--- src/rtl/traffic_mode_controller.sv ---
// traffic_mode_controller
//   Registered mode controller for the traffic-light front end. Holds per-lane
//   capacity and occupancy, and sequences LOAD / ADD / MANUAL / AUTO modes.
//   AUTO serves non-empty lanes round-robin: a green turn drains one car every
//   DRAIN_TICKS cycles (at most MAX_DEPART cars), followed by ALLRED_TICKS
//   cycles of all-red clearance.
// Ports:
//   clock, reset_n      rising-edge clock, async active-low reset
//   mode                00 LOAD, 01 ADD, 10 MANUAL, 11 AUTO
//   lane_sel            target lane for LOAD / ADD / MANUAL
//   cap_in              capacity value written on a LOAD event
//   load_strobe         load request (edge-detected)
//   car_strobe          car arrival / manual departure (edge-detected)
//   capacity, occupancy packed per lane, lane i at [i*CAP_W +: CAP_W]
//   green               one-hot or zero lane lights
//   full                occupancy == capacity, decoded from registers
//   overflow            one-cycle pulse on a rejected arrival
//   auto_state          00 PICK, 01 GREEN, 10 ALLRED

// Per-lane capacity/occupancy register pair with saturating update.
module traffic_lane #(
    parameter int CAP_W = 4
) (
    input  logic             clock,
    input  logic             reset_n,
    input  logic             load,
    input  logic [CAP_W-1:0] cap_in,
    input  logic             inc,
    input  logic             dec,
    output logic [CAP_W-1:0] cap,
    output logic [CAP_W-1:0] occ,
    output logic             ovf
);
    logic [CAP_W-1:0] cap_q, cap_d;
    logic [CAP_W-1:0] occ_q, occ_d;

    always_comb begin
        cap_d = cap_q;
        occ_d = occ_q;
        ovf   = 1'b0;
        if (load) begin
            cap_d = cap_in;
            if (occ_q > cap_in) occ_d = cap_in;
        end else if (inc && !dec) begin
            if (occ_q < cap_q) occ_d = occ_q + CAP_W'(1);
            else               ovf   = 1'b1;
        end else if (dec && !inc) begin
            if (occ_q != '0) occ_d = occ_q - CAP_W'(1);
        end
        // inc && dec together: the arrival replaces the departing car
    end

    always_ff @(posedge clock or negedge reset_n) begin
        if (!reset_n) begin
            cap_q <= '1;
            occ_q <= '0;
        end else begin
            cap_q <= cap_d;
            occ_q <= occ_d;
        end
    end

    assign cap = cap_q;
    assign occ = occ_q;
endmodule

module traffic_mode_controller #(
    parameter int NUM_LANES    = 4,
    parameter int LANE_W       = 2,
    parameter int CAP_W        = 4,
    parameter int DRAIN_TICKS  = 4,
    parameter int MAX_DEPART   = 3,
    parameter int ALLRED_TICKS = 2
) (
    input  logic                       clock,
    input  logic                       reset_n,
    input  logic [1:0]                 mode,
    input  logic [LANE_W-1:0]          lane_sel,
    input  logic [CAP_W-1:0]           cap_in,
    input  logic                       load_strobe,
    input  logic                       car_strobe,
    output logic [NUM_LANES*CAP_W-1:0] capacity,
    output logic [NUM_LANES*CAP_W-1:0] occupancy,
    output logic [NUM_LANES-1:0]       green,
    output logic [NUM_LANES-1:0]       full,
    output logic                       overflow,
    output logic [1:0]                 auto_state
);
    localparam logic [1:0] M_LOAD = 2'b00, M_ADD = 2'b01, M_MAN = 2'b10, M_AUTO = 2'b11;
    localparam int LIDX_W = (NUM_LANES > 1) ? $clog2(NUM_LANES) : 1;
    localparam int DRW    = (DRAIN_TICKS > 1) ? $clog2(DRAIN_TICKS) : 1;
    localparam int CLW    = (ALLRED_TICKS > 1) ? $clog2(ALLRED_TICKS) : 1;
    localparam int DPW    = $clog2(MAX_DEPART + 1);

    typedef enum logic [1:0] {PICK = 2'b00, GREEN = 2'b01, ALLRED = 2'b10} auto_st_e;

    auto_st_e          state_q, state_d;
    logic [LANE_W-1:0] cur_q, cur_d, last_q, last_d;
    logic [DRW-1:0]    drain_q, drain_d;
    logic [DPW-1:0]    dep_q, dep_d;
    logic [CLW-1:0]    clr_q, clr_d;
    logic [1:0]        mode_prev_q;
    logic              load_prev_q, car_prev_q;
    logic [NUM_LANES-1:0] green_q, green_d;
    logic              overflow_q, overflow_d;

    logic [CAP_W-1:0]     cap_w [NUM_LANES];
    logic [CAP_W-1:0]     occ_w [NUM_LANES];
    logic [NUM_LANES-1:0] ovf_w, nz_w;

    logic             load_ev, car_ev, mode_chg, lane_ok, auto_dep, found;
    logic [CAP_W-1:0] occ_cur;
    logic [LANE_W-1:0] pick_lane;
    int               idx;

    assign load_ev  = load_strobe & ~load_prev_q;
    assign car_ev   = car_strobe & ~car_prev_q;
    assign mode_chg = (mode != mode_prev_q);
    assign lane_ok  = (int'(lane_sel) < NUM_LANES);

    // Per-lane request decode and storage
    genvar gi;
    generate
        for (gi = 0; gi < NUM_LANES; gi++) begin : g_lane
            logic sel, ld, inc, dec;
            assign sel = lane_ok && (lane_sel == LANE_W'(gi));
            assign ld  = load_ev && (mode == M_LOAD) && sel;
            assign inc = car_ev && ((mode == M_ADD) || (mode == M_AUTO)) && sel;
            assign dec = (car_ev && (mode == M_MAN) && sel) ||
                         (auto_dep && (cur_q == LANE_W'(gi)));

            traffic_lane #(.CAP_W(CAP_W)) u_lane (
                .clock   (clock),
                .reset_n (reset_n),
                .load    (ld),
                .cap_in  (cap_in),
                .inc     (inc),
                .dec     (dec),
                .cap     (cap_w[gi]),
                .occ     (occ_w[gi]),
                .ovf     (ovf_w[gi])
            );

            assign nz_w[gi] = (occ_w[gi] != '0);
            assign full[gi] = (occ_w[gi] == cap_w[gi]);
            assign capacity[gi*CAP_W +: CAP_W]  = cap_w[gi];
            assign occupancy[gi*CAP_W +: CAP_W] = occ_w[gi];
        end
    endgenerate

    // Round-robin search starting after the last served lane
    always_comb begin
        found     = 1'b0;
        pick_lane = '0;
        idx       = 0;
        for (int k = 1; k <= NUM_LANES; k++) begin
            idx = (int'(last_q) + k) % NUM_LANES;
            if (!found && nz_w[LIDX_W'(idx)]) begin
                found     = 1'b1;
                pick_lane = LANE_W'(idx);
            end
        end
    end

    always_comb begin
        occ_cur = '0;
        for (int j = 0; j < NUM_LANES; j++)
            if (cur_q == LANE_W'(j)) occ_cur = occ_w[j];
    end

    // AUTO sequencer: next state and departure strobe
    always_comb begin
        state_d  = state_q;
        cur_d    = cur_q;
        last_d   = last_q;
        drain_d  = drain_q;
        dep_d    = dep_q;
        clr_d    = clr_q;
        auto_dep = 1'b0;
        if (mode != M_AUTO || mode_chg) begin
            // Outside AUTO, or on any mode change, park in PICK with clean counters
            state_d = PICK;
            drain_d = '0;
            dep_d   = '0;
            clr_d   = '0;
        end else begin
            case (state_q)
                PICK: begin
                    if (found) begin
                        state_d = GREEN;
                        cur_d   = pick_lane;
                        drain_d = '0;
                        dep_d   = '0;
                    end
                end
                GREEN: begin
                    if (occ_cur == '0) begin
                        // Lane emptied behind our back (e.g. reloaded): end turn now
                        state_d = ALLRED;
                        last_d  = cur_q;
                        clr_d   = '0;
                    end else if (drain_q == DRW'(DRAIN_TICKS - 1)) begin
                        auto_dep = 1'b1;
                        drain_d  = '0;
                        dep_d    = dep_q + DPW'(1);
                        // Leave on the edge of the departure that ends the turn
                        if (occ_cur == CAP_W'(1) || dep_q == DPW'(MAX_DEPART - 1)) begin
                            state_d = ALLRED;
                            last_d  = cur_q;
                            clr_d   = '0;
                        end
                    end else begin
                        drain_d = drain_q + DRW'(1);
                    end
                end
                ALLRED: begin
                    if (clr_q == CLW'(ALLRED_TICKS - 1)) begin
                        state_d = PICK;
                        clr_d   = '0;
                    end else begin
                        clr_d = clr_q + CLW'(1);
                    end
                end
                default: state_d = PICK;
            endcase
        end
    end

    // Lights are registered from the next-state so they line up with auto_state
    always_comb begin
        green_d = '0;
        for (int j = 0; j < NUM_LANES; j++) begin
            if (mode == M_MAN)
                green_d[j] = lane_ok && (lane_sel == LANE_W'(j));
            else if (mode == M_AUTO)
                green_d[j] = (state_d == GREEN) && (cur_d == LANE_W'(j));
        end
        overflow_d = |ovf_w;
    end

    always_ff @(posedge clock or negedge reset_n) begin
        if (!reset_n) begin
            state_q     <= PICK;
            cur_q       <= '0;
            last_q      <= LANE_W'(NUM_LANES - 1);
            drain_q     <= '0;
            dep_q       <= '0;
            clr_q       <= '0;
            mode_prev_q <= 2'b00;
            load_prev_q <= 1'b0;
            car_prev_q  <= 1'b0;
            green_q     <= '0;
            overflow_q  <= 1'b0;
        end else begin
            state_q     <= state_d;
            cur_q       <= cur_d;
            last_q      <= last_d;
            drain_q     <= drain_d;
            dep_q       <= dep_d;
            clr_q       <= clr_d;
            mode_prev_q <= mode;
            load_prev_q <= load_strobe;
            car_prev_q  <= car_strobe;
            green_q     <= green_d;
            overflow_q  <= overflow_d;
        end
    end

    assign green      = green_q;
    assign overflow   = overflow_q;
    assign auto_state = state_q;
endmodule

--- config.mk ---
export PLATFORM = sky130hd
export DESIGN_NAME = traffic_mode_controller
export DESIGN_NICKNAME = d
export VERILOG_FILES = /design/src/rtl/traffic_mode_controller.sv
export SDC_FILE = /design/constraint.sdc
export NUM_CORES = 1
export LEC_CHECK = 0
export ABC_CLOCK_PERIOD_IN_PS = 4150
export CORE_ASPECT_RATIO = 1.5
export CORE_MARGIN = 3
export CORE_UTILIZATION = 30
export CTS_CLUSTER_DIAMETER = 100
export DETAILED_ROUTE_END_ITERATION = 7
export MAX_ROUTING_LAYER = met4
export SYNTH_ARGS = -nofsm -noshare
export SYNTH_HDL_FRONTEND = slang
export SYNTH_HIERARCHICAL = 1
export SYNTH_SLANG_ARGS = --single-unit
export TNS_END_PERCENT = 100
--- constraint.sdc ---
create_clock -name clock -period 4.15 [get_ports clock]
set_clock_uncertainty 0.05 [all_clocks]
set_input_delay 1.245 -clock clock [delete_from_list [all_inputs] [get_ports clock]]
set_output_delay 1.245 -clock clock [all_outputs]
set_load 0.01 [all_outputs]
==> flow_summary.ini <==
[status]
run_status = finished clean

[clock_tree]
cts_root_buffer = sky130_fd_sc_hd__clkbuf_16
h_tree_levels = 2
hold_buffers = 0
cts-root-to-sink-buffers = 2
cts_resized = 0
cts.repair_timing.setup_buffer_count = 0
clkSlewWorstSetupHoldPaths_ps = 70
cts_tree = yes
tritoncts_num_sinks = 52
clk-insertion-delay-late_ps = 300
cts_made_buffers = 5

[timing]
slew_headroom_pct = 56.2
setup_tns_final_ps = 0
worst-slew-pin-transition_ps = 651
drv_slew = 0
final_min_period_ps = 3790
setup-violations-final = 0
final_hold_viol_count = 0
achievable-frequency_mhz = 264
setup_repair_after_global_routing_missed_its_margin = false
fin_crit_sh_pct = 91.4

[yosys]
synth-seq-area-share_pct = 34.2
yosys_most_used_dff = sky130_fd_sc_hd__dfrtp_1
synth.yosys.warnings = 6
postSynthCellCount = 405
synth.area.top_cells = sky130_fd_sc_hd__dfrtp_1 (22%), sky130_fd_sc_hd__ha_1 (12%), sky130_fd_sc_hd__dfstp_2 (12%), sky130_fd_sc_hd__mux2_1 (4.6%), sky130_fd_sc_hd__o21ai_0 (4.5%)
synth_top_area_share_pct = 22.0
netlist-cell-type-count = 56
mean_syn_cell_area_sq_um = 9.57
ys_seq_elements = 52
synth_top_area_cell = sky130_fd_sc_hd__dfrtp_1
async_set_or_reset_register_ratio_after_synthesis_pct = 100
netlist_area_sq_mm = 0.00387
synth.net_count = 459
synth_edf_count = 0

[routing]
drc = 0
drtAntennaViolNets = 0
num_vias = 3361
vias_per_cell = 5.23
number_of_design_rule_violations_left_by_the_first_detailed_router_iteration = 135
drt-pass1-iter-count = 5
post_drt_wl_per_cell_microns = 16.3
drt-total-wl_microns = 10500

[cells_and_area]
layout.cells.most_common = sky130_fd_sc_hd__clkdlybuf4s50_1
n_fill_cell = 1237
design.final.nets = 540
mostFrequentLayoutCells = sky130_fd_sc_hd__clkdlybuf4s50_1 (53), sky130_fd_sc_hd__inv_1 (41), sky130_fd_sc_hd__ha_1 (38)
num_antenna_cells = 0
final_layout_size_suffix_gt1_share_pct = 16.6
area_growth_pct = 27.5
post_layout_instance_area_sq_mm = 0.00494

[worst_setup_path]
critical_path.startpoint_type = input pin
worstSetupPathDepth = 11
timing.critical_path.max_delay_family = compound AO/OA/AOI/OAI gates
required_ps = 4280
timing.critical_path.to = g_lane[0].u_lane/occ[3]
data_arrival_critical_path_ps = 3920
timing_worst_setup_path_type = in2reg
reg2reg_depth = 12
rr_startpoint = cur_q[1]
timing.critical_path.buf_inv = 1
critical_path.endpoint_type = flop
crit_path_max_fanout = 6
cp_slowest_cell = sky130_fd_sc_hd__clkdlybuf4s50_1
worstPathCellList = clkdlybuf4s50_1 > and4_1 > nand3_1 > o32ai_1 > nand2b_1 > ha_1 > a21o_2 > a21oi_1 > xnor2_1 > o21ai_0 > mux2_1
slowest_delay_ps = 550
timing.critical_path.from = mode[0]
reg2reg_slack_ps = 570
regToRegEndpoint = g_lane[0].u_lane/occ[3]

[floorplanning]
die_height_microns = 145
dieWidth_microns = 98.8
initial_core_util_pct = 30.8
design.core.area_sq_mm = 0.0126
design.die.area_sq_mm = 0.0143
ioPinCount = 55
placementRows = 50

[power_and_ir_drop]
clkPwrFrac_pct = 15.8
total_leakage_power_nw = 2.13
cell_internal_pwr_mw = 1.81
worst_ir_drop_vdd_uv = 311
power_density_mw_per_mm2 = 609
seqPwrFrac_pct = 26.1
net-switching-power_mw = 1.21
power.switching_fraction_pct = 40.0
combinationalPowerShare_pct = 58.1

[global_routing]
leftover_overflow_at_the_end_of_global_routing = 0
aggregate_global_route_resource_usage_pct = 15.6
grt_pass1_wl_microns = 17800
grt_start_max_net_pins = 38
initial_antenna_violation_count = 0
number_of_global_route_vias_before_repair = 3559

[placed_design]
place.port_buffers = 54
gp_congestion = 0.833
placed_area_sq_mm = 0.00477
dp_hpwl_microns = 8290

[flow_run]
max_cap_viol_count = 0

[worst_hold_path]
hp-class = reg2reg
[through the flow]
step | std cells | power (mW) | util, % | setup WS, ps | hold WS, ps
2_1_floorplan | 405 | 1.84 | - | 642 | 414
3_3_place_gp | 635 | 2.50 | 38.0 | 156 | 429
3_5_place_dp | 635 | 2.55 | 38.0 | 38.1 | 440
4_1_cts | 643 | 3.05 | 39.3 | 346 | 450
5_1_grt | 643 | 3.28 | 39.3 | 147 | 466
6_report | 643 | 3.01 | 39.3 | 357 | 446
[final cells by class]
type,count,area [sq um],area share (%)
Clock buffer,5,125,2.53
Timing Repair Buffer,79,723,14.6
Inverter,43,161,3.27
Multi-Input combinational cell,305,2370,48.0
Sequential cell,52,1320,26.8
Tap cell,156,195,3.95
Clock inverter,3,42.5,0.861
[synth_stat cells (2+ instances only)]
master                     number
sky130_fd_sc_hd__a21oi_2        2
sky130_fd_sc_hd__or4_1          3
sky130_fd_sc_hd__a211oi_2       4
sky130_fd_sc_hd__xor2_1        16
sky130_fd_sc_hd__a21oi_1       16
sky130_fd_sc_hd__o32ai_1        6
sky130_fd_sc_hd__o21ai_0       35
sky130_fd_sc_hd__xnor2_1       12
sky130_fd_sc_hd__or4_4          3
sky130_fd_sc_hd__nor4_1         9
sky130_fd_sc_hd__inv_2          2
sky130_fd_sc_hd__o32ai_2        4
sky130_fd_sc_hd__nand2b_1      11
sky130_fd_sc_hd__nor4b_1        4
sky130_fd_sc_hd__nand4_1        6
sky130_fd_sc_hd__dfrtp_1       34
sky130_fd_sc_hd__nor3_1         7
sky130_fd_sc_hd__or3_1          2
sky130_fd_sc_hd__a21o_2         4
sky130_fd_sc_hd__dfstp_2       18
sky130_fd_sc_hd__o211ai_1       7
sky130_fd_sc_hd__o22ai_1        4
sky130_fd_sc_hd__fa_1           4
sky130_fd_sc_hd__ha_1          38
sky130_fd_sc_hd__inv_1         41
sky130_fd_sc_hd__nor2_1        22
sky130_fd_sc_hd__a21o_1         4
sky130_fd_sc_hd__o21ai_1        4
sky130_fd_sc_hd__nand2_1       29
sky130_fd_sc_hd__nand3_1        5
sky130_fd_sc_hd__mux2_1        16
sky130_fd_sc_hd__clkbuf_1       5
sky130_fd_sc_hd__nor2b_1        5
[logic make-up (layout without fill, tap and decap cells)]
| kind of cell | Yosys count | in the layout | share of synthesized area, % |
|---|---|---|---|
| and+or+nand+nor | 113 | 113 | 15.7 |
| AOI/OAI and AO/OA | 103 | 103 | 19.0 |
| DFF | 52 | 52 | 34.2 |
| buffers and inverters | 48 | 130 | 4.65 |
| adders and majority gates | 42 | 42 | 14.3 |
| xor gates and xnor gates | 28 | 28 | 6.33 |
| muxes | 19 | 19 | 5.88 |
[power groups by stage]
stage	logic (mW)	clock network (mW)	registers, mW
after floorplan	0.886	0	0.956
after global placement	1.71	0	0.791
after detailed placement	1.76	0	0.794
after CTS	1.77	0.491	0.790
after global routing	1.96	0.510	0.805
final	1.75	0.476	0.786
[routing by layer]
metal	vias to the layer above	GRT usage [%]	part of all wire (%)
met4	0	5.47	2.4
met1	1654	17.8	41
met5	-	-	0
met2	65	27.7	55
met3	13	1.64	2.4
li1	1629	-	-
[worst min-delay path by stage]
| stage | start | end | slack (ps) | cells past startpoint |
|---|---|---|---|---|
| floorplan | dep_q[0] | dep_q[0] | 410 | 1 |
| global placement | dep_q[0] | dep_q[0] | 430 | 1 |
| detailed placement | g_lane[3].u_lane/cap[0] | g_lane[3].u_lane/cap[0] | 440 | 2 |
| CTS | g_lane[3].u_lane/cap[0] | g_lane[3].u_lane/cap[0] | 450 | 2 |
| global route | dep_q[0] | dep_q[0] | 470 | 1 |
| finish | g_lane[3].u_lane/cap[0] | g_lane[3].u_lane/cap[0] | 450 | 2 |
[worst min-delay path: stages, from the launching register on]
cell and delay [ps]:
sky130_fd_sc_hd__dfstp_2 390, sky130_fd_sc_hd__inv_1 50, sky130_fd_sc_hd__o21ai_0 60
[registers in the layout, indices dropped and copies added (netlist names), 2 cells and up]
name	cells
auto_state	2
cur_q	2
dep_q	2
drain_q	2
g_lane.u_lane/cap	16
g_lane.u_lane/occ	16
green	4
last_q	2
mode_prev_q	2
Note: power is estimated with default switching activity, not from simulation.
